==> config.mk <==
export PLATFORM = sky130hd
export DESIGN_NAME = cache_dm_wb
export DESIGN_NICKNAME = d
export VERILOG_FILES = /design/src/rtl/cache_pkg.sv /design/src/rtl/cache_line_array.sv /design/src/rtl/cache_dm_wb.sv
export SDC_FILE = /design/constraint.sdc
export NUM_CORES = 2
export LEC_CHECK = 0
export CELL_PAD_IN_SITES_DETAIL_PLACEMENT = 1
export CELL_PAD_IN_SITES_GLOBAL_PLACEMENT = 2
export CORE_UTILIZATION = 35
export CTS_BUF_LIST = sky130_fd_sc_hd__clkbuf_4
export CTS_CLUSTER_SIZE = 24
export DETAILED_ROUTE_END_ITERATION = 6
export GPL_TIMING_DRIVEN = 1
export PLACE_DENSITY = 0.72
export REMOVE_ABC_BUFFERS = 1
export SLEW_MARGIN = 0
export SYNTH_ARGS = -nofsm -noshare
export SYNTH_HDL_FRONTEND = slang
export SYNTH_HIERARCHICAL = 1
export SYNTH_MEMORY_MAX_BITS = 65536
export SYNTH_SLANG_ARGS = --single-unit
export TNS_END_PERCENT = 100
==> constraint.sdc <==
create_clock -name clk -period 24.9 [get_ports clk]
set_input_delay 4.98 -clock clk [delete_from_list [all_inputs] [get_ports clk]]
set_output_delay 4.98 -clock clk [all_outputs]
set_load 0.03 [all_outputs]
==> src/rtl/cache_pkg.sv <==
// Shared types and helpers for the direct-mapped write-back cache.
// Address split: offset = [4:0], index = [4+S_INDEX:5], tag = [31:5+S_INDEX].
// The field helpers take the index width as an argument and return
// right-justified 32-bit fields. Callers cast the result to the field width.
package cache_pkg;
  localparam int ADDR_W   = 32;
  localparam int LINE_W   = 256;
  localparam int WORD_W   = 32;
  localparam int OFFSET_W = 5;

  typedef enum logic [1:0] {IDLE, RESP, WB, FILL} state_t;

  function automatic logic [31:0] get_tag(input logic [31:0] addr, input int s_index);
    return addr >> (OFFSET_W + s_index);
  endfunction

  function automatic logic [31:0] get_index(input logic [31:0] addr, input int s_index);
    return (addr >> OFFSET_W) & ((32'd1 << s_index) - 32'd1);
  endfunction

  function automatic logic [2:0] get_word(input logic [31:0] addr);
    return addr[4:2];
  endfunction
endpackage

==> src/rtl/cache_line_array.sv <==
// Storage for the cache lines: data, tag, valid and dirty, one entry per index.
// A single index addresses both the read and the write side. Each field has
// its own write enable, so the controller can update fields independently.
// Only valid and dirty are reset. Data and tag hold garbage until the first fill.
// Ports: clk, reset_n (async low); index; {data,tag,valid,dirty}_we/_in write
//   side; {data,tag,valid,dirty}_out combinational read of the entry at index.
module cache_line_array
  import cache_pkg::*;
#(
  parameter int S_INDEX = 4,
  parameter int TAG_W   = 23
) (
  input  logic               clk,
  input  logic               reset_n,
  input  logic [S_INDEX-1:0] index,
  input  logic               data_we,
  input  logic [LINE_W-1:0]  data_in,
  input  logic               tag_we,
  input  logic [TAG_W-1:0]   tag_in,
  input  logic               valid_we,
  input  logic               valid_in,
  input  logic               dirty_we,
  input  logic               dirty_in,
  output logic [LINE_W-1:0]  data_out,
  output logic [TAG_W-1:0]   tag_out,
  output logic               valid_out,
  output logic               dirty_out
);
  localparam int LINES = 1 << S_INDEX;

  logic [LINE_W-1:0] data_arr [LINES];
  logic [TAG_W-1:0]  tag_arr  [LINES];
  logic [LINES-1:0]  valid_arr;
  logic [LINES-1:0]  dirty_arr;

  always_ff @(posedge clk) begin
    if (data_we) data_arr[index] <= data_in;
    if (tag_we)  tag_arr[index]  <= tag_in;
  end

  always_ff @(posedge clk or negedge reset_n) begin
    if (!reset_n) begin
      valid_arr <= '0;
      dirty_arr <= '0;
    end else begin
      if (valid_we) valid_arr[index] <= valid_in;
      if (dirty_we) dirty_arr[index] <= dirty_in;
    end
  end

  assign data_out  = data_arr[index];
  assign tag_out   = tag_arr[index];
  assign valid_out = valid_arr[index];
  assign dirty_out = dirty_arr[index];
endmodule

==> src/rtl/cache_dm_wb.sv <==
// Direct-mapped, write-back, write-allocate cache. It sits between the CPU
// word port and the cacheline adaptor.
// Hits complete one cycle after the request. A miss first writes back a dirty
// victim, if there is one. It then fills the line and returns to IDLE, where
// the held request is looked up again and now hits.
// Ports:
//   clk, reset_n          clock, async active-low reset
//   mem_address/read/write/byte_en/wdata  CPU request (held until mem_resp)
//   mem_rdata, mem_resp   CPU response (one-cycle pulse)
//   pmem_address/read/write/wdata         line request to adaptor
//   pmem_rdata, pmem_resp                 line response from adaptor
module cache_dm_wb
  import cache_pkg::*;
#(
  parameter int S_INDEX = 4
) (
  input  logic              clk,
  input  logic              reset_n,
  input  logic [31:0]       mem_address,
  input  logic              mem_read,
  input  logic              mem_write,
  input  logic [3:0]        mem_byte_en,
  input  logic [31:0]       mem_wdata,
  output logic [31:0]       mem_rdata,
  output logic              mem_resp,
  output logic [31:0]       pmem_address,
  output logic              pmem_read,
  output logic              pmem_write,
  output logic [LINE_W-1:0] pmem_wdata,
  input  logic [LINE_W-1:0] pmem_rdata,
  input  logic              pmem_resp
);
  localparam int TAG_W = ADDR_W - OFFSET_W - S_INDEX;

  state_t state, state_n;

  logic [TAG_W-1:0]   tag;
  logic [S_INDEX-1:0] idx;
  logic [2:0]         word;
  logic               unused;

  assign tag    = TAG_W'(get_tag(mem_address, S_INDEX));
  assign idx    = S_INDEX'(get_index(mem_address, S_INDEX));
  assign word   = get_word(mem_address);
  assign unused = ^mem_address[1:0];

  logic              data_we, tag_we, valid_we, valid_in, dirty_we, dirty_in;
  logic [LINE_W-1:0] data_in, line_data, merged;
  logic [TAG_W-1:0]  line_tag;
  logic              line_valid, line_dirty;

  cache_line_array #(.S_INDEX(S_INDEX), .TAG_W(TAG_W)) u_lines (
    .clk       (clk),
    .reset_n   (reset_n),
    .index     (idx),
    .data_we   (data_we),
    .data_in   (data_in),
    .tag_we    (tag_we),
    .tag_in    (tag),
    .valid_we  (valid_we),
    .valid_in  (valid_in),
    .dirty_we  (dirty_we),
    .dirty_in  (dirty_in),
    .data_out  (line_data),
    .tag_out   (line_tag),
    .valid_out (line_valid),
    .dirty_out (line_dirty)
  );

  logic req, hit;
  assign req = mem_read | mem_write;
  assign hit = line_valid && (line_tag == tag);

  // Store path: overlay the enabled bytes onto the selected word of the line.
  always_comb begin
    merged = line_data;
    for (int k = 0; k < 4; k++)
      if (mem_byte_en[k])
        merged[int'(word) * WORD_W + 8 * k +: 8] = mem_wdata[8 * k +: 8];
  end

  always_ff @(posedge clk or negedge reset_n) begin
    if (!reset_n) state <= IDLE;
    else          state <= state_n;
  end

  // Load data is captured on the lookup edge so that it is stable during RESP.
  always_ff @(posedge clk or negedge reset_n) begin
    if (!reset_n)
      mem_rdata <= '0;
    else if (state == IDLE && mem_read && hit)
      mem_rdata <= line_data[int'(word) * WORD_W +: WORD_W];
  end

  always_comb begin
    state_n  = state;
    data_we  = 1'b0;
    data_in  = merged;
    tag_we   = 1'b0;
    valid_we = 1'b0;
    valid_in = 1'b0;
    dirty_we = 1'b0;
    dirty_in = 1'b0;
    unique case (state)
      IDLE: if (req) begin
        if (hit) begin
          state_n = RESP;
          if (mem_write) begin
            data_we  = 1'b1;
            dirty_we = 1'b1;
            dirty_in = 1'b1;
          end
        end else if (line_valid && line_dirty) begin
          state_n = WB;
        end else begin
          state_n = FILL;
        end
      end
      RESP: state_n = IDLE;
      WB: if (pmem_resp) begin
        dirty_we = 1'b1;
        state_n  = FILL;
      end
      FILL: if (pmem_resp) begin
        data_we  = 1'b1;
        data_in  = pmem_rdata;
        tag_we   = 1'b1;
        valid_we = 1'b1;
        valid_in = 1'b1;
        dirty_we = 1'b1;
        state_n  = IDLE;
      end
      default: state_n = IDLE;
    endcase
  end

  // Outputs decode from the state register alone. Because that register has
  // an asynchronous reset, the outputs drop as soon as reset is asserted.
  always_comb begin
    mem_resp     = (state == RESP);
    pmem_read    = (state == FILL);
    pmem_write   = (state == WB);
    pmem_address = '0;
    pmem_wdata   = '0;
    if (state == WB) begin
      pmem_address = {line_tag, idx, 5'b0};
      pmem_wdata   = line_data;
    end else if (state == FILL) begin
      pmem_address = {tag, idx, 5'b0};
    end
  end
endmodule

# Word level (Yosys, flattened, before mapping)
# Memories as Yosys holds them, arrays and structs flattened.
# Cells that the tools add are included.
# totals
register_bits,66
ramBits,4464
input_bits,329
elab_cells,79
mem_count,2
# mem_list
memory,words,word_bits,read_ports,rd_clocked_by_memory_dff,write_ports,line_no,rtl
u_lines.data_arr,16,256,1,0,1,cache_line_array.sv:31,logic [LINE_W-1:0] data_arr [LINES];
u_lines.tag_arr,16,23,1,0,1,cache_line_array.sv:32,logic [TAG_W-1:0] tag_arr [LINES];
# classes
add_sub_neg,7
magnitude_cmp,2
eq_ne,7
shifts,9
n_mux,39
bitwise_logic,1
reduce_logical,8
# ops
cell,count
256-bit two-way mux,7
256-bit bitwise mux,4
"8-bit by 33-bit variable shift with 256-bit output, first input constant",4
8-bit by 33-bit indexed part select with 256-bit output,4
256-bit by 9-bit indexed part select with 32-bit output,1
9-bit negation with 33-bit output,3
32-bit two-way mux,2
8-bit negation with 33-bit output,1
16-bit bitwise mux,2
23-bit equality test,1
"8-bit by 5-bit adder with 9-bit output, second input constant",2
1-bit two-way mux,14
"8-bit by 4-bit adder with 9-bit output, second input constant",1
1-bit binary-select mux with 4-bit select,2
2-bit two-way mux,4
2-bit case mux with 4 select lines,1
1-bit logical AND,5
"4-bit by 5-bit less-than comparator with 1-bit output, second input constant",1
1-bit demux with 4-bit select,1
"2-bit equality test, second input constant",2
"4-bit by 1-bit >= comparator with 1-bit output, second input constant",1
"2-bit by 1-bit != test with 1-bit output, second input constant",2
1-bit case mux with 2 select lines,2
3-bit AND reduction,1
5 further kinds,5

# Longest topological paths before layout
# depth
ltp_word,12
depth_mapped,15

# By module
# The synthesis kept the hierarchy.
# modules_own_cells
mod,instances,cells_per_inst,area_per_inst_um2,seq_area_each_um2
cache_line_array,1,6971,167939.8,134849.3
cache_dm_wb,1,1799,11808.8,850.8

# Worst setup path before layout
# OpenSTA, ideal clock, no wires.
# synth_timing
kind,input to register
start,input port mem_address[5]
end,"memory u_lines.data_arr[11][0], enable pin"
setup_ps,879
arrival_time_ps,18856
t_required_ps,24021
setup_slack_ps,5165
path_stages,14
n_path_buf,4
cell_sequence,clkbuf_1 > buf_4 > buf_2 > buf_2 > mux4_2 > a22oi_1 > nand2_1 > xnor2_1 > o221ai_1 > or4_4 > or4_1 > a21oi_1 > nand3_1 > nor2_1
# synth_between
elab_chain_len,8
# synth_lines
element,line_no,rtl
start: declaration,cache_dm_wb.sv:19,"input logic [31:0] mem_address,"
memory 16 x 23 bit,-,
via line_tag[8],cache_dm_wb.sv:49,logic [TAG_W-1:0] line_tag;
23-bit equality test,cache_dm_wb.sv:72,assign hit = line_valid && (line_tag == tag);
1-bit logical AND,cache_dm_wb.sv:72,
1-bit two-way mux,cache_dm_wb.sv:106,if (hit) begin
1-bit two-way mux,cache_dm_wb.sv:105,IDLE: if (req) begin
1-bit case mux with 2 select lines,cache_dm_wb.sv:104,unique case (state)
via data_we,cache_dm_wb.sv:47,"logic data_we, tag_we, valid_we, valid_in, dirty_we, dirty_in;"
1-bit two-way mux,cache_line_array.sv:37,if (data_we) data_arr[index] <= data_in;
1-bit two-way mux (implied by the code),cache_line_array.sv:37,
end: declaration,cache_line_array.sv:31,
# The timed path passes the listed nets, and every way through them passes these cells. The select of a mux whose other input is x is not followed.

# Worst setup path after layout
# layout_timing
start,input port mem_address[5]
end,output port pmem_wdata[185]
# layout_between
elab_chain_len,2
# layout_lines
element,line_no,rtl
memory 16 x 256 bit,-,
via line_data[185],cache_dm_wb.sv:48,"logic [LINE_W-1:0] data_in, line_data, merged;"
256-bit two-way mux,cache_dm_wb.sv:145,if (state == WB) begin
end: declaration,cache_dm_wb.sv:29,"output logic [LINE_W-1:0] pmem_wdata,"
# The timed path passes the listed nets, and every way through them passes these cells.

==> run summary <==
The flow ran to the end, and the final reports show no timing, DRC or antenna violations. The root buffer cell is clkbuf_4. The die outline height came out at 719 µm. The run gives 0 as the final hold violation count. The first detailed-routing pass took 6 iterations. The number of synthesized flops with an enable pin came out at 4464. In this run the critical register-to-register path is captured at u_lines/data_arr[15][20]. Ranked by total cell area, the synthesized netlist is headed by edfxtp_1 (75%), mux4_2 (15%), a22oi_1 (2.4%).

Counting I/O delays and the setup requirement, the final critical path takes 15.83 ns. The count of pins on the block boundary came out at 652. The layout cell share with drive strength beyond 1 was 0.309; the portion of synthesized cell area occupied by the leading cell type was 0.746. The final setup TNS was 0 ns; the final non-filler cell total was 18000. TritonCTS built the clock tree. In the final layout, the multi-input gates occupy 0.0420 mm². The insertion delay to the later sink of the worst-skew pair came out at 1.76 ns. The first global-routing pass estimated 777 mm of wire. The tools report the number of core rows as 262. Once placement completed, the tool counted placed cells totaling 16000. Number of warning messages in the yosys log: 6.

The H-tree was split into 7 levels. The total area inside the core boundary comes to 0.510 mm². The die covers 0.516 mm².

The via count of the first global-routing pass was 106000; the worst setup skew after layout was 0.191 ns. The clock slew seen by the registers of the worst setup and hold paths is 0.05 ns. The worst register-to-register path begins at u_lines/tag_arr[3][18]. Period utilization: 0.636. No sink is reached through more buffers than the 5 on the longest clock path. The signal on the critical path passes through buf_16 -> buf_12 -> buf_4 -> buf_4 -> buf_4 -> mux4_2 -> a22oi_1 -> nand2_1 -> and2_1 -> clkdlybuf4s50_1. Number of storage elements in the synthesis netlist: 4530. The number of vias per cell was 5.49; the count of endpoints failing setup in the final report was 0.

IR analysis of the VDD net gives a maximum drop of 49.8 µV. The number of cells on the worst reg-to-reg path is 13. Summing every instance area after synthesis gives 0.180 mm².

Type of the tightest min-delay check: flop to flop. At the placement stage, the worst setup path has a slack of 8.82 ns. The critical path launch point was mem_address[5].

The worst setup path is captured at a primary output. Final-report max-slew violation count: 0. The run gives 0.752 as the last weighted congestion value of the routability-driven placer. The number of filler instances in the final layout is 49300.

The top cell type by total area after synthesis was edfxtp_1. The tool flagged a number of max-cap violations equal to 0. Synthesis produced 8770 cells.

In the synthesized netlist the dominant register cell turns out to be edfxtp_1. The tools report the total of hold buffers inserted after clock tree synthesis as 0. Data arrives at the worst endpoint at 10.85 ns. The initial antenna violation count was 46.

The end point of the critical path was pmem_wdata[185]. Global-route total usage across every layer: 0.213. For the sequential element share of the synthesized area, the log shows 0.755.

For this block, the routed nets add up to 559 mm of wire. Dividing the detail-routed wire length by the instance count gives 31.0 µm. In this run, post-CTS repair resized a total of 0 instances.

The startpoint type of the worst setup path was a primary input. The power density over the cells came out at 83.4 mW/mm². After detailed routing, the number of remaining DRC violations is 0. Entering global routing, the biggest net connects 161 pins. The total clock sinks is 4530. In this run the worst path has a maximum fanout of 86. Kind of critical path: primary input to primary output.

For the number of library cell types mapped by synthesis, the log shows 44. Measured along the x axis, the die boundary spans 719 µm. The total CTS buffers was 1248. After synthesis, the most frequently instantiated cells are edfxtp_1 (4464), mux4_2 (1188), nand2_1 (763), a22oi_1 (564), clkbuf_1 (346). The smallest hold slack was 0.505 ns. Detailed placement finished with a half-perimeter wire length of 307 mm.

At the pin with the least slew margin, the transition time is 1.33 ns. The proportion of synthesized flip-flops having asynchronous set or reset works out to 0.0146. For the total number of vias, the log shows 98900.

The most prevalent standard cell on the critical path was buf_4. The largest individual stage delay along the critical path comes from the cell buf_4. The normalized max-slew margin is 0.102, and the net total in the final layout is 10800.

Setup repair after global routing left no endpoint under its margin. Derived from the worst setup path, the maximum achievable clock frequency is 0.0632 GHz. A synthesized cell averages 20.5 µm². The run gives 0 as the number of antenna-violating nets in the routed design. Slack of the worst reg-to-reg path: 16.92 ns. In this run, the number of DRC markers left after iteration 0 of detailed routing was 10200.

The standby leakage power is 68.5 nW. The tools report the minimum setup slack in the final design as 9.07 ns. The count of buffers added on input and output ports is 644. The sequential cell area in the final layout is 0.136 mm².

The longest individual stage delay on the worst path was 0.97 ns. The data required time of the critical path came out at 19.92 ns. The area added between synthesis and finish works out to 17.0%. The most common cell in the synthesized netlist is edfxtp_1. Starting utilization of the core area: 0.352. In this run the post-CTS setup repair buffer count came out at 0. The leftover overflow at the end of global routing was 0; the total power of the final layout was 17.5 mW.
==> cells in the final DEF, fill, tap and decap left out, types with 3 or more instances in the layout <==
cell type / n
bufinv_16: 12
mux4_2: 1188
inv_1: 13
a31oi_1: 9
dfrtp_1: 66
nand2b_1: 3
nand3_2: 5
buf_4: 336
clkinv_2: 49
nand3_1: 11
nor2b_4: 4
and2_1: 341
clkinv_1: 199
xnor2_1: 7
mux2_2: 54
ha_1: 10
nand4b_1: 8
inv_2: 18
o21ai_1: 92
and3_1: 8
nand3b_1: 4
o22ai_1: 25
edfxtp_1: 4464
mux2i_1: 178
xor2_1: 12
a22oi_1: 564
conb_1: 5
nor2_1: 84
buf_12: 32
nor2b_1: 7
nor2_4: 34
clkdlybuf4s50_1: 638
mux2_1: 10
nor4_1: 3
diode_2: 48
o21ai_0: 181
clkbuf_4: 1718
a21oi_1: 50
nand2_1: 762
==> per-stage QoR <==
step	utilization	area, µm²
floorplan	-	177000
CTS	0.412	210000
global placement	0.384	196000
global route	0.412	210000
finish	0.412	210000
detailed placement	0.384	196000
==> state kept, by name (all words and copies together) (netlist names) <==
signal	cells
mem_rdata	32
u_lines/valid_arr	16
u_lines/dirty_arr	16
u_lines/data_arr	4096
state	2
u_lines/tag_arr	368
==> final cells by class <==
type,count,area share
antenna,48,0.000571
clock buffer,1718,0.0613
clock inverter,279,0.00680
inverter,15,0.000315
multi-input combinational,3684,0.200
sequential,4530,0.645
tap,6732,0.0401
timing repair buffer,1012,0.0459
==> metal layers <==
layer  track usage  routed length [µm]  part of all wire  vias to the layer above
li1              -                   -                 -                    40400
met1         0.273              224000              0.40                    53200
met2         0.348              275000              0.49                     4501
met3        0.0505               41000             0.073                      862
met4        0.0884               18600             0.033                        4
met5             0                  21          0.000038                        -
==> how the worst min path moves through the flow <==
stage                                     start                     to  slack (ns)  cells after the start
after floorplan            u_lines/dirty_arr[0]   u_lines/dirty_arr[0]        0.46                      1
final                             mem_rdata[23]          mem_rdata[23]        0.51                      1
after detailed placement   u_lines/dirty_arr[4]   u_lines/dirty_arr[4]        0.48                      1
after global placement     u_lines/valid_arr[8]   u_lines/valid_arr[8]        0.47                      1
after CTS                 u_lines/valid_arr[12]  u_lines/valid_arr[12]        0.51                      1
after global routing       u_lines/valid_arr[0]   u_lines/valid_arr[0]        0.51                      1
==> critical path: cells and delay by family <==
kind            cells  cell delay, ns
buf+inv             6            4.21
mux                 1            0.61
compound gates      1            0.24
simple gates        2            0.52
==> cells by family (layout without fill, tap and decap cells) <==
logic type,after synthesis,after routing,share of synthesized area
compound gates,924,924,0.0339
xor+xnor,19,19,0.000926
fa+ha+maj,11,11,0.000766
buf+inv,560,3024,0.0137
flops,4530,4530,0.755
mux,1430,1430,0.163
other cells,1,53,0.0000209
simple gates,1295,1295,0.0330
==> power breakdown <==
part | switching [mW] | total (mW) | internal (mW)
combinational | 1.56 | 2.26 | 0.701
clock | 3.01 | 6.29 | 3.28
sequential | 0.0207 | 8.98 | 8.96
total | 4.59 | 17.5 | 12.9
(Power assumes the default switching activity.)
